[config.mk]
export PLATFORM = sky130hd
export DESIGN_NAME = pulse_stretcher
export DESIGN_NICKNAME = d
export VERILOG_FILES = /design/src/rtl/uart_pkg.sv /design/src/rtl/pulse_stretcher_cycle_timer.sv /design/src/rtl/pulse_stretcher.sv
export SDC_FILE = /design/constraint.sdc
export NUM_CORES = 1
export LEC_CHECK = 0
export CELL_PAD_IN_SITES_DETAIL_PLACEMENT = 1
export CELL_PAD_IN_SITES_GLOBAL_PLACEMENT = 2
export CORE_AREA = 4 4 59 115
export DETAILED_ROUTE_END_ITERATION = 16
export DIE_AREA = 0 0 63 119
export PLACE_DENSITY = 0.76
export REMOVE_ABC_BUFFERS = 1
export SLEW_MARGIN = 20
export SYNTH_ARGS = -nofsm -noshare
export SYNTH_HDL_FRONTEND = slang
export SYNTH_HIERARCHICAL = 1
export SYNTH_SLANG_ARGS = --single-unit
[constraint.sdc]
create_clock -name clk -period 3.4 [get_ports clk]
set_input_delay 0.85 -clock clk [delete_from_list [all_inputs] [get_ports clk]]
set_output_delay 0.85 -clock clk [all_outputs]
set_load 0.005 [all_outputs]
[src/rtl/uart_pkg.sv]
// Types and constants shared by the UART-side indicator logic (pulse stretcher,
// debouncer top-level defaults).
package uart_pkg;

  typedef enum logic [1:0] {
    IDLE = 2'd0,
    ON   = 2'd1,
    GAP  = 2'd2
  } stretch_state_t;

  localparam int unsigned DEF_ON_CYCLES  = 25_000_000;
  localparam int unsigned DEF_OFF_CYCLES = 12_500_000;

  // Timer must hold max(on, off) - 1; never let the width collapse to zero.
  function automatic int unsigned timer_width(input int unsigned on_c,
                                              input int unsigned off_c);
    int unsigned m;
    m = (on_c > off_c) ? on_c : off_c;
    return (m < 2) ? 1 : $clog2(m);
  endfunction

endpackage

[src/rtl/pulse_stretcher_cycle_timer.sv]
// Free-running up-counter with synchronous load-to-zero and an equality
// terminal flag against a caller-supplied compare value.
module cycle_timer #(
  parameter int unsigned WIDTH = 8
) (
  input  logic             clk,
  input  logic             rst,
  input  logic             load,
  input  logic [WIDTH-1:0] cmp,
  output logic             terminal
);

  logic [WIDTH-1:0] cnt_q;
  logic [WIDTH-1:0] cnt_d;

  always_comb begin
    cnt_d = cnt_q + 1'b1;
    if (load) cnt_d = '0;
  end

  always_ff @(posedge clk) begin
    if (rst) cnt_q <= '0;
    else     cnt_q <= cnt_d;
  end

  assign terminal = (cnt_q == cmp);

endmodule

[src/rtl/pulse_stretcher.sv]
// Stretches single-cycle events into visible LED pulses: ON_CYCLES high, then at
// least OFF_CYCLES low, with a saturating queue of events that arrive meanwhile.
module pulse_stretcher
  import uart_pkg::*;
#(
  parameter int unsigned ON_CYCLES  = DEF_ON_CYCLES,
  parameter int unsigned OFF_CYCLES = DEF_OFF_CYCLES,
  parameter int unsigned PEND_MAX   = 7,
  parameter int unsigned RETRIGGER  = 0
) (
  input  logic                          clk,
  input  logic                          rst,
  input  logic                          trig,
  input  logic                          clear,
  output logic                          led_out,
  output logic                          busy,
  output logic [$clog2(PEND_MAX+1)-1:0] pending,
  output logic                          overflow,
  output logic [1:0]                    state_dbg
);

  localparam int unsigned TW = timer_width(ON_CYCLES, OFF_CYCLES);
  localparam int unsigned PW = $clog2(PEND_MAX + 1);

  localparam logic [TW-1:0] ON_LAST   = TW'(ON_CYCLES - 1);
  localparam logic [TW-1:0] OFF_LAST  = TW'(OFF_CYCLES - 1);
  localparam logic [PW-1:0] PEND_FULL = PW'(PEND_MAX);

  stretch_state_t state_q, state_d;
  logic [PW-1:0]  pending_q, pending_d;
  logic           overflow_q, overflow_d;
  logic           timer_load;
  logic           timer_term;
  logic           pend_inc;
  logic [TW-1:0]  timer_cmp;

  assign timer_cmp = (state_q == ON) ? ON_LAST : OFF_LAST;

  cycle_timer #(
    .WIDTH (TW)
  ) u_timer (
    .clk      (clk),
    .rst      (rst),
    .load     (timer_load),
    .cmp      (timer_cmp),
    .terminal (timer_term)
  );

  always_comb begin
    state_d    = state_q;
    pending_d  = pending_q;
    overflow_d = overflow_q;
    timer_load = 1'b0;
    pend_inc   = 1'b0;
    if (clear) begin
      state_d    = IDLE;
      pending_d  = '0;
      overflow_d = 1'b0;
      timer_load = 1'b1;
    end else begin
      unique case (state_q)
        IDLE: begin
          timer_load = 1'b1;
          if (trig) state_d = ON;
        end
        ON: begin
          if (trig && (RETRIGGER != 0)) begin
            timer_load = 1'b1;
          end else if (timer_term) begin
            state_d    = GAP;
            timer_load = 1'b1;
          end
          if (trig && (RETRIGGER == 0)) pend_inc = 1'b1;
        end
        GAP: begin
          if (timer_term) begin
            timer_load = 1'b1;
            // A trig on the terminal cycle is queued and consumed at once, so
            // it never touches pending or overflow.
            if ((pending_q != '0) || trig) begin
              state_d = ON;
              if (!trig) pending_d = pending_q - 1'b1;
            end else begin
              state_d = IDLE;
            end
          end else if (trig) begin
            pend_inc = 1'b1;
          end
        end
        default: begin
          state_d    = IDLE;
          timer_load = 1'b1;
        end
      endcase
      if (pend_inc) begin
        if (pending_q == PEND_FULL) overflow_d = 1'b1;
        else                        pending_d  = pending_q + 1'b1;
      end
    end
  end

  always_ff @(posedge clk) begin
    if (rst) begin
      state_q    <= IDLE;
      pending_q  <= '0;
      overflow_q <= 1'b0;
    end else begin
      state_q    <= state_d;
      pending_q  <= pending_d;
      overflow_q <= overflow_d;
    end
  end

  assign led_out   = (state_q == ON);
  assign busy      = (state_q != IDLE);
  assign pending   = pending_q;
  assign overflow  = overflow_q;
  assign state_dbg = state_q;

endmodule

==> flow_metrics.env, run 1 <==
export IMPL_wl_met2_um=3340
export IMPL_die_width_um=63
export IMPL_setup_viol=0
export IMPL_clockPowerShare=0.493
export IMPL_routedWlPerCell_um=17.2
export IMPL_setup_tns_ns=0
export IMPL_diodes=0
export IMPL_grt_pass1_wl_um=8750
export IMPL_dominantRegCellSynth="dfxtp_1"
export IMPL_met1_length_um=1700
export IMPL_synth_cell_area_um2=1910
export IMPL_critPathMaxFanout=23
export IMPL_max_slew_margin=0.563
export IMPL_first_global_vias=1733
export IMPL_avgSynthCellArea_um2=8.56
export IMPL_power_share_switching=0.230
export IMPL_cp_cell_sequence="inv_1, ha_1, buf_4, xor2_1, nor4_1, nand4_1, nor4_1, buf_4, or3b_2, or2_2, nor2_1, a41o_1"
export IMPL_yosysUniqueCellTypes=42
export IMPL_synthArstFlopShare=0
export IMPL_antenna_left=0
export IMPL_syn_to_final_growth_pct=18.0
export IMPL_cts_root_buffer="clkbuf_16"
export IMPL_path_class="register to register"
export IMPL_cp_slowest_stage_delay_ns=0.42
export IMPL_dr_pass1_iters=4
export IMPL_route_met3_wl_um=118
export IMPL_synth_common_cells="dfxtp_1 (31), nor2_1 (23), xor2_1 (21), xnor2_1 (17), nand3_1 (13)"
export IMPL_antenna_found_initial=0
export IMPL_routed_via_count=1634
export IMPL_cts_max_level=2
export IMPL_ys_warn_count=6
export IMPL_p_per_area_nw_per_um2=379
export IMPL_timing_critical_path_buf_inv=3
export IMPL_io_pins=12
export IMPL_clk_latency_ns=0.28
export IMPL_synth_top_cell_area_share=0.325
export IMPL_status="complete, no violations"
export IMPL_final_util=0.378
export IMPL_cp_end_kind="register"
export IMPL_p_int_mw=0.657
export IMPL_synth_ff_latch_count=31
export IMPL_viasPerCell=5.29
export IMPL_drt_iter0_drc=13
export IMPL_routabilityCongestion=0.776
export IMPL_cts_sink_count=31
export IMPL_yosysTopAreaCell="dfxtp_1"
export IMPL_dp_hpwl_um=4170
export IMPL_synth_seq_area_share=0.325
export IMPL_rsz0062_at_grt="no"
export IMPL_worst_ir_drop_vdd_mv=0.195
export IMPL_design_die_area_um2=7500
export IMPL_hold_viol=0
export IMPL_path_clk_slew_ns=0.05
export IMPL_fmax_mhz=326
export IMPL_drc=0
export IMPL_ys_top_cells_by_area="dfxtp_1 (33%), xor2_1 (9.6%), xnor2_1 (7.8%), ha_1 (6.6%), nor2_1 (4.5%)"
export IMPL_grt_max_degree=24
export IMPL_core_area_um2=5960
export IMPL_finalCriticalPeriod_ns=3.07
export IMPL_numCtsBuffers=5
export IMPL_cp_data_arrival_time_ns=3.24
export IMPL_routed_wl_um=5300
export IMPL_tightest_slew_ns=0.649
export IMPL_top_layer_used="met4"
export IMPL_cp_slowest_cell="or2_2"
export IMPL_fin_crit_sh=0.902
export IMPL_numPortBuffers=11
export IMPL_die_h_um=119
export IMPL_start_util=0.320
export IMPL_cts_hold_fix_buffers=0
export IMPL_skew_ns=0.00447
export IMPL_yosysMostFrequentCell="dfxtp_1"
export IMPL_cap_viol_max_count=0
export IMPL_hp_class="register to register"
export IMPL_num_nets_final=261
export IMPL_combPwrFrac=0.075
export IMPL_synth_edf_count=0
export IMPL_cp_data_required_time_ns=3.57
export IMPL_critical_path_top_delay_family="simple AND/OR/NAND/NOR gates"
export IMPL_cts_setup_buffers=0
export IMPL_cp_start_kind="register"
export IMPL_rows=40
export IMPL_drv_slew=0
export IMPL_p_seq_frac=0.431
export IMPL_p_sw_mw=0.197
export IMPL_power_leakage_nw=0.797
export IMPL_post_cts_resized=0
export IMPL_overflow=0
export IMPL_cts_buffer_depth=2
export IMPL_cts_tree="built"
export IMPL_syn_inst=223
export IMPL_grt_util_all_layers=0.155
export IMPL_drive_gt1_frac=0.0650
[through the flow]
step | power, mW | hold slack [ns] | setup slack [ns] | instance area, µm² | std cells
global placement | 0.440 | 0.437 | 0.399 | 2120 | 303
floorplan | 0.415 | 0.442 | 0.321 | 1920 | 227
CTS | 0.863 | 0.460 | 0.320 | 2250 | 309
global route | 0.879 | 0.506 | 0.0912 | 2250 | 309
detailed placement | 0.440 | 0.450 | 0.360 | 2120 | 303
finish | 0.853 | 0.455 | 0.335 | 2250 | 309
[worst register-to-register path: cells and delay by family (launching register included)]
kind                     cells  cell delay [ns]
buffers and inverters        3             0.49
AO/OA/AOI/OAI                1             0.24
adder cells (fa/ha/maj)      1             0.28
AND/OR/NAND/NOR              6             1.41
flip-flops                   1             0.40
XOR/XNOR                     1             0.14
[area by class of cell]
| cell class | instances | area [µm²] |
|---|---|---|
| well taps | 63 | 78.8 |
| inverters | 10 | 37.5 |
| fillers | 692 | 3700 |
| multi-input cells | 186 | 1260 |
| clock buffers | 6 | 129 |
| repair buffers | 13 | 125 |
| flip-flops and latches | 31 | 621 |
[registers in the layout (all words and copies together) (netlist names)]
register / flops
pending: 3
u_timer/cnt_q: 25
overflow: 1
state_dbg: 2
[worst paths after layout]
check | from | to | slack, ns | depth (start not counted)
worst max-delay path | state_dbg[1] | u_timer/cnt_q[15] | 0.33 | 12
worst min-delay path | overflow | overflow | 0.46 | 2
worst max register to register | state_dbg[1] | u_timer/cnt_q[15] | 0.33 | 12
worst min register to register | overflow | overflow | 0.46 | 2
[layer usage]
metal,vias to the layer above,global-route usage
met3,8,0.0321
li1,815,-
met1,790,0.130
met5,-,0
met2,21,0.321
met4,0,0.0747
[cells in the final DEF (no fill, tap or decap), types with 2 or more instances in the layout]
cell type,instances
a21oi_1,11
a31oi_1,2
and4_1,5
buf_4,2
clkbuf_16,5
clkdlybuf4s50_1,11
conb_1,16
dfxtp_1,31
ha_1,10
inv_1,10
mux2i_1,3
nand2_1,9
nand3_1,13
nand4_1,9
nor2_1,23
nor3_1,2
nor4_1,7
o21ai_0,4
o31ai_1,4
or3_1,6
or4_1,4
xnor2_1,17
xor2_1,21
[cells by family (layout without fill, tap and decap cells)]
family | count (synthesis) | after routing | share of synthesized area
mux | 3 | 3 | 0.0157
fa+ha+maj | 10 | 10 | 0.0656
flops | 31 | 31 | 0.325
compound gates | 30 | 30 | 0.108
other cells | 2 | 16 | 0.00394
buf+inv | 20 | 29 | 0.0413
xor+xnor | 38 | 38 | 0.174
simple gates | 89 | 89 | 0.266
[power groups by stage]
stage	registers (mW)	logic [mW]	clock network [mW]
floorplan	0.375	0.0397	0
global placement	0.376	0.0650	0
detailed placement	0.376	0.0645	0
CTS	0.368	0.0652	0.430
global route	0.368	0.0710	0.440
finish	0.368	0.0641	0.421
(Power assumes the default switching activity.)
==> run 2: changes to the inputs <==
--- a/config.mk
+++ b/config.mk
@@ -5,12 +5,10 @@
 export SDC_FILE = /design/constraint.sdc
 export NUM_CORES = 1
 export LEC_CHECK = 0
-export CELL_PAD_IN_SITES_DETAIL_PLACEMENT = 1
-export CELL_PAD_IN_SITES_GLOBAL_PLACEMENT = 2
-export CORE_AREA = 4 4 59 115
+export CORE_AREA = 2 2 57 113
 export DETAILED_ROUTE_END_ITERATION = 16
-export DIE_AREA = 0 0 63 119
-export PLACE_DENSITY = 0.76
+export DIE_AREA = 0 0 59 115
+export PLACE_DENSITY = 0.53
 export REMOVE_ABC_BUFFERS = 1
 export SLEW_MARGIN = 20
 export SYNTH_ARGS = -nofsm -noshare
==> run 2 against run 1 <==
Net effect:
- clock power rose by 1%
- worst setup slack got worse by 0.0093 ns
- fmax down 0.30%
- power increased by 0.37%
- largest cell class unchanged
- largest power group unchanged
==> flow_metrics.env, run 2 (synthesized netlist as in run 1, its figures left out) <==
export IMPL_reg2reg_setup_slack_ns=0.33
export IMPL_dp_hpwl_um=3210
export IMPL_power_leakage_nw=0.802
export IMPL_status="complete, no violations"
export IMPL_cap_viol_max_count=0
export IMPL_die_width_um=59
export IMPL_routed_via_count=1625
export IMPL_final_util=0.383
export IMPL_p_sw_mw=0.193
export IMPL_cp_data_arrival_time_ns=3.24
export IMPL_grt_max_degree=24
export IMPL_critPathMaxFanout=23
export IMPL_total_power_mw=0.856
export IMPL_syn_to_final_growth_pct=18.5
export IMPL_combPwrFrac=0.073
export IMPL_clockPowerShare=0.497
export IMPL_skew_ns=0.00287
export IMPL_worst_ir_drop_vdd_mv=0.173
export IMPL_drc=0
export IMPL_overflow=0
export IMPL_whs_endpoint="overflow"
export IMPL_place_area_um2=2120
export IMPL_cts_setup_buffers=0
export IMPL_worstReg2RegStart="state_dbg[1]"
export IMPL_p_seq_frac=0.430
export IMPL_layout_commonest_cell="dfxtp_1"
export IMPL_rsz0062_at_grt="no"
export IMPL_cts_sink_count=31
export IMPL_drive_gt1_frac=0.0685
export IMPL_grt_pass1_wl_um=7250
export IMPL_design_die_area_um2=6790
export IMPL_num_nets_final=261
export IMPL_largest_register_ff_count=25
export IMPL_cts_max_level=2
export IMPL_fin_crit_sh=0.904
export IMPL_path_clk_slew_ns=0.05
export IMPL_drt_iter0_drc=64
export IMPL_setup_viol=0
export IMPL_drv_slew=0
export IMPL_start_util=0.323
export IMPL_finalNonFillerCells=311
export IMPL_antenna_left=0
export IMPL_routabilityCongestion=0.795
export IMPL_antenna_found_initial=0
export IMPL_cts_root_buffer="clkbuf_16"
export IMPL_p_per_area_nw_per_um2=379
export IMPL_reg2reg_to="u_timer/cnt_q[15]"
export IMPL_cts_tree="built"
export IMPL_p_int_mw=0.664
export IMPL_hold_path_startpoint="overflow"
export IMPL_grt_util_all_layers=0.138
export IMPL_first_global_vias=1533
export IMPL_dr_pass1_iters=4
export IMPL_fin_ws_ns=0.325
export IMPL_cts_hold_fix_buffers=0
export IMPL_final_cell_mix="dfxtp_1 (31), nor2_1 (23), xor2_1 (21), xnor2_1 (17), conb_1 (16)"
export IMPL_path_class="register to register"
export IMPL_fin_worst_hold_slack_ns=0.455
export IMPL_setup_tns_ns=0
export IMPL_viasPerCell=5.23
export IMPL_rows=40
export IMPL_top_register="u_timer/cnt_q"
export IMPL_power_share_switching=0.225
export IMPL_clk_latency_ns=0.28
export IMPL_fmax_mhz=325
export IMPL_fin_area_um2=2260
export IMPL_post_cts_resized=0
export IMPL_cts_buffer_depth=2
export IMPL_routedWlPerCell_um=13.8
export IMPL_die_h_um=115
export IMPL_worst_r2r_path_depth=12
export IMPL_numPortBuffers=11
export IMPL_cp_data_required_time_ns=3.57
export IMPL_numCtsBuffers=5
export IMPL_diodes=0
export IMPL_io_pins=12
export IMPL_max_slew_margin=0.542
export IMPL_cp_start_kind="register"
export IMPL_dpl_cell_count=303
export IMPL_hp_class="register to register"
export IMPL_cp_end_kind="register"
export IMPL_whs_path_depth=2
export IMPL_tightest_slew_ns=0.681
export IMPL_hold_viol=0
export IMPL_core_area_um2=5910
export IMPL_place_ws_ns=0.400
export IMPL_finalCriticalPeriod_ns=3.07
export IMPL_routed_wl_um=4290
run 2: changes by cell type in the layout (fill, tap and decap cells not counted), sizes merged:
cell and change:
clkinv +1, clkbuf +1
run 2: area by class of cell:
type / instances / area, µm²
timing repair buffer: 13 / 125
sequential: 31 / 621
multi-input combinational: 186 / 1260
inverter: 10 / 37.5
clock buffer: 7 / 133
tap: 63 / 78.8
fill: 626 / 3640
clock inverter: 1 / 5.00
run 2: power by group through the flow:
| stage | Combinational, mW | Clock [mW] | Sequential [mW] |
|---|---|---|---|
| final | 0.0625 | 0.426 | 0.368 |
| after global routing | 0.0701 | 0.456 | 0.368 |
| after CTS | 0.0633 | 0.433 | 0.368 |
| after detailed placement | 0.0624 | 0 | 0.375 |
| after global placement | 0.0623 | 0 | 0.375 |
| after floorplan | 0.0397 | 0 | 0.375 |
run 2: critical path, stage by stage, from the launching register on:
cell and delay, ns:
dfxtp_1 0.40, inv_1 0.10, ha_1 0.27, buf_4 0.20, xor2_1 0.14, nor4_1 0.33
nand4_1 0.13, nor4_1 0.32, buf_4 0.20, or3b_2 0.13, or2_2 0.41, nor2_1 0.08
a41o_1 0.24
run 2: per-layer routing:
layer	vias up	share of wire	global-route usage	wire, µm
li1	825	-	-	-
met1	768	0.45	0.165	1940
met2	23	0.49	0.227	2100
met3	9	0.032	0.0304	139
met4	0	0.026	0.0682	111
met5	-	0	0	0
run 2: worst max path at each step:
stage | from | endpoint | cells after the start
final | state_dbg[1] | u_timer/cnt_q[15] | 12
after global routing | state_dbg[1] | u_timer/cnt_q[15] | 12
after CTS | state_dbg[1] | u_timer/cnt_q[15] | 12
after detailed placement | state_dbg[1] | u_timer/cnt_q[15] | 12
after global placement | state_dbg[1] | u_timer/cnt_q[15] | 12
after floorplan | state_dbg[0] | u_timer/cnt_q[15] | 10
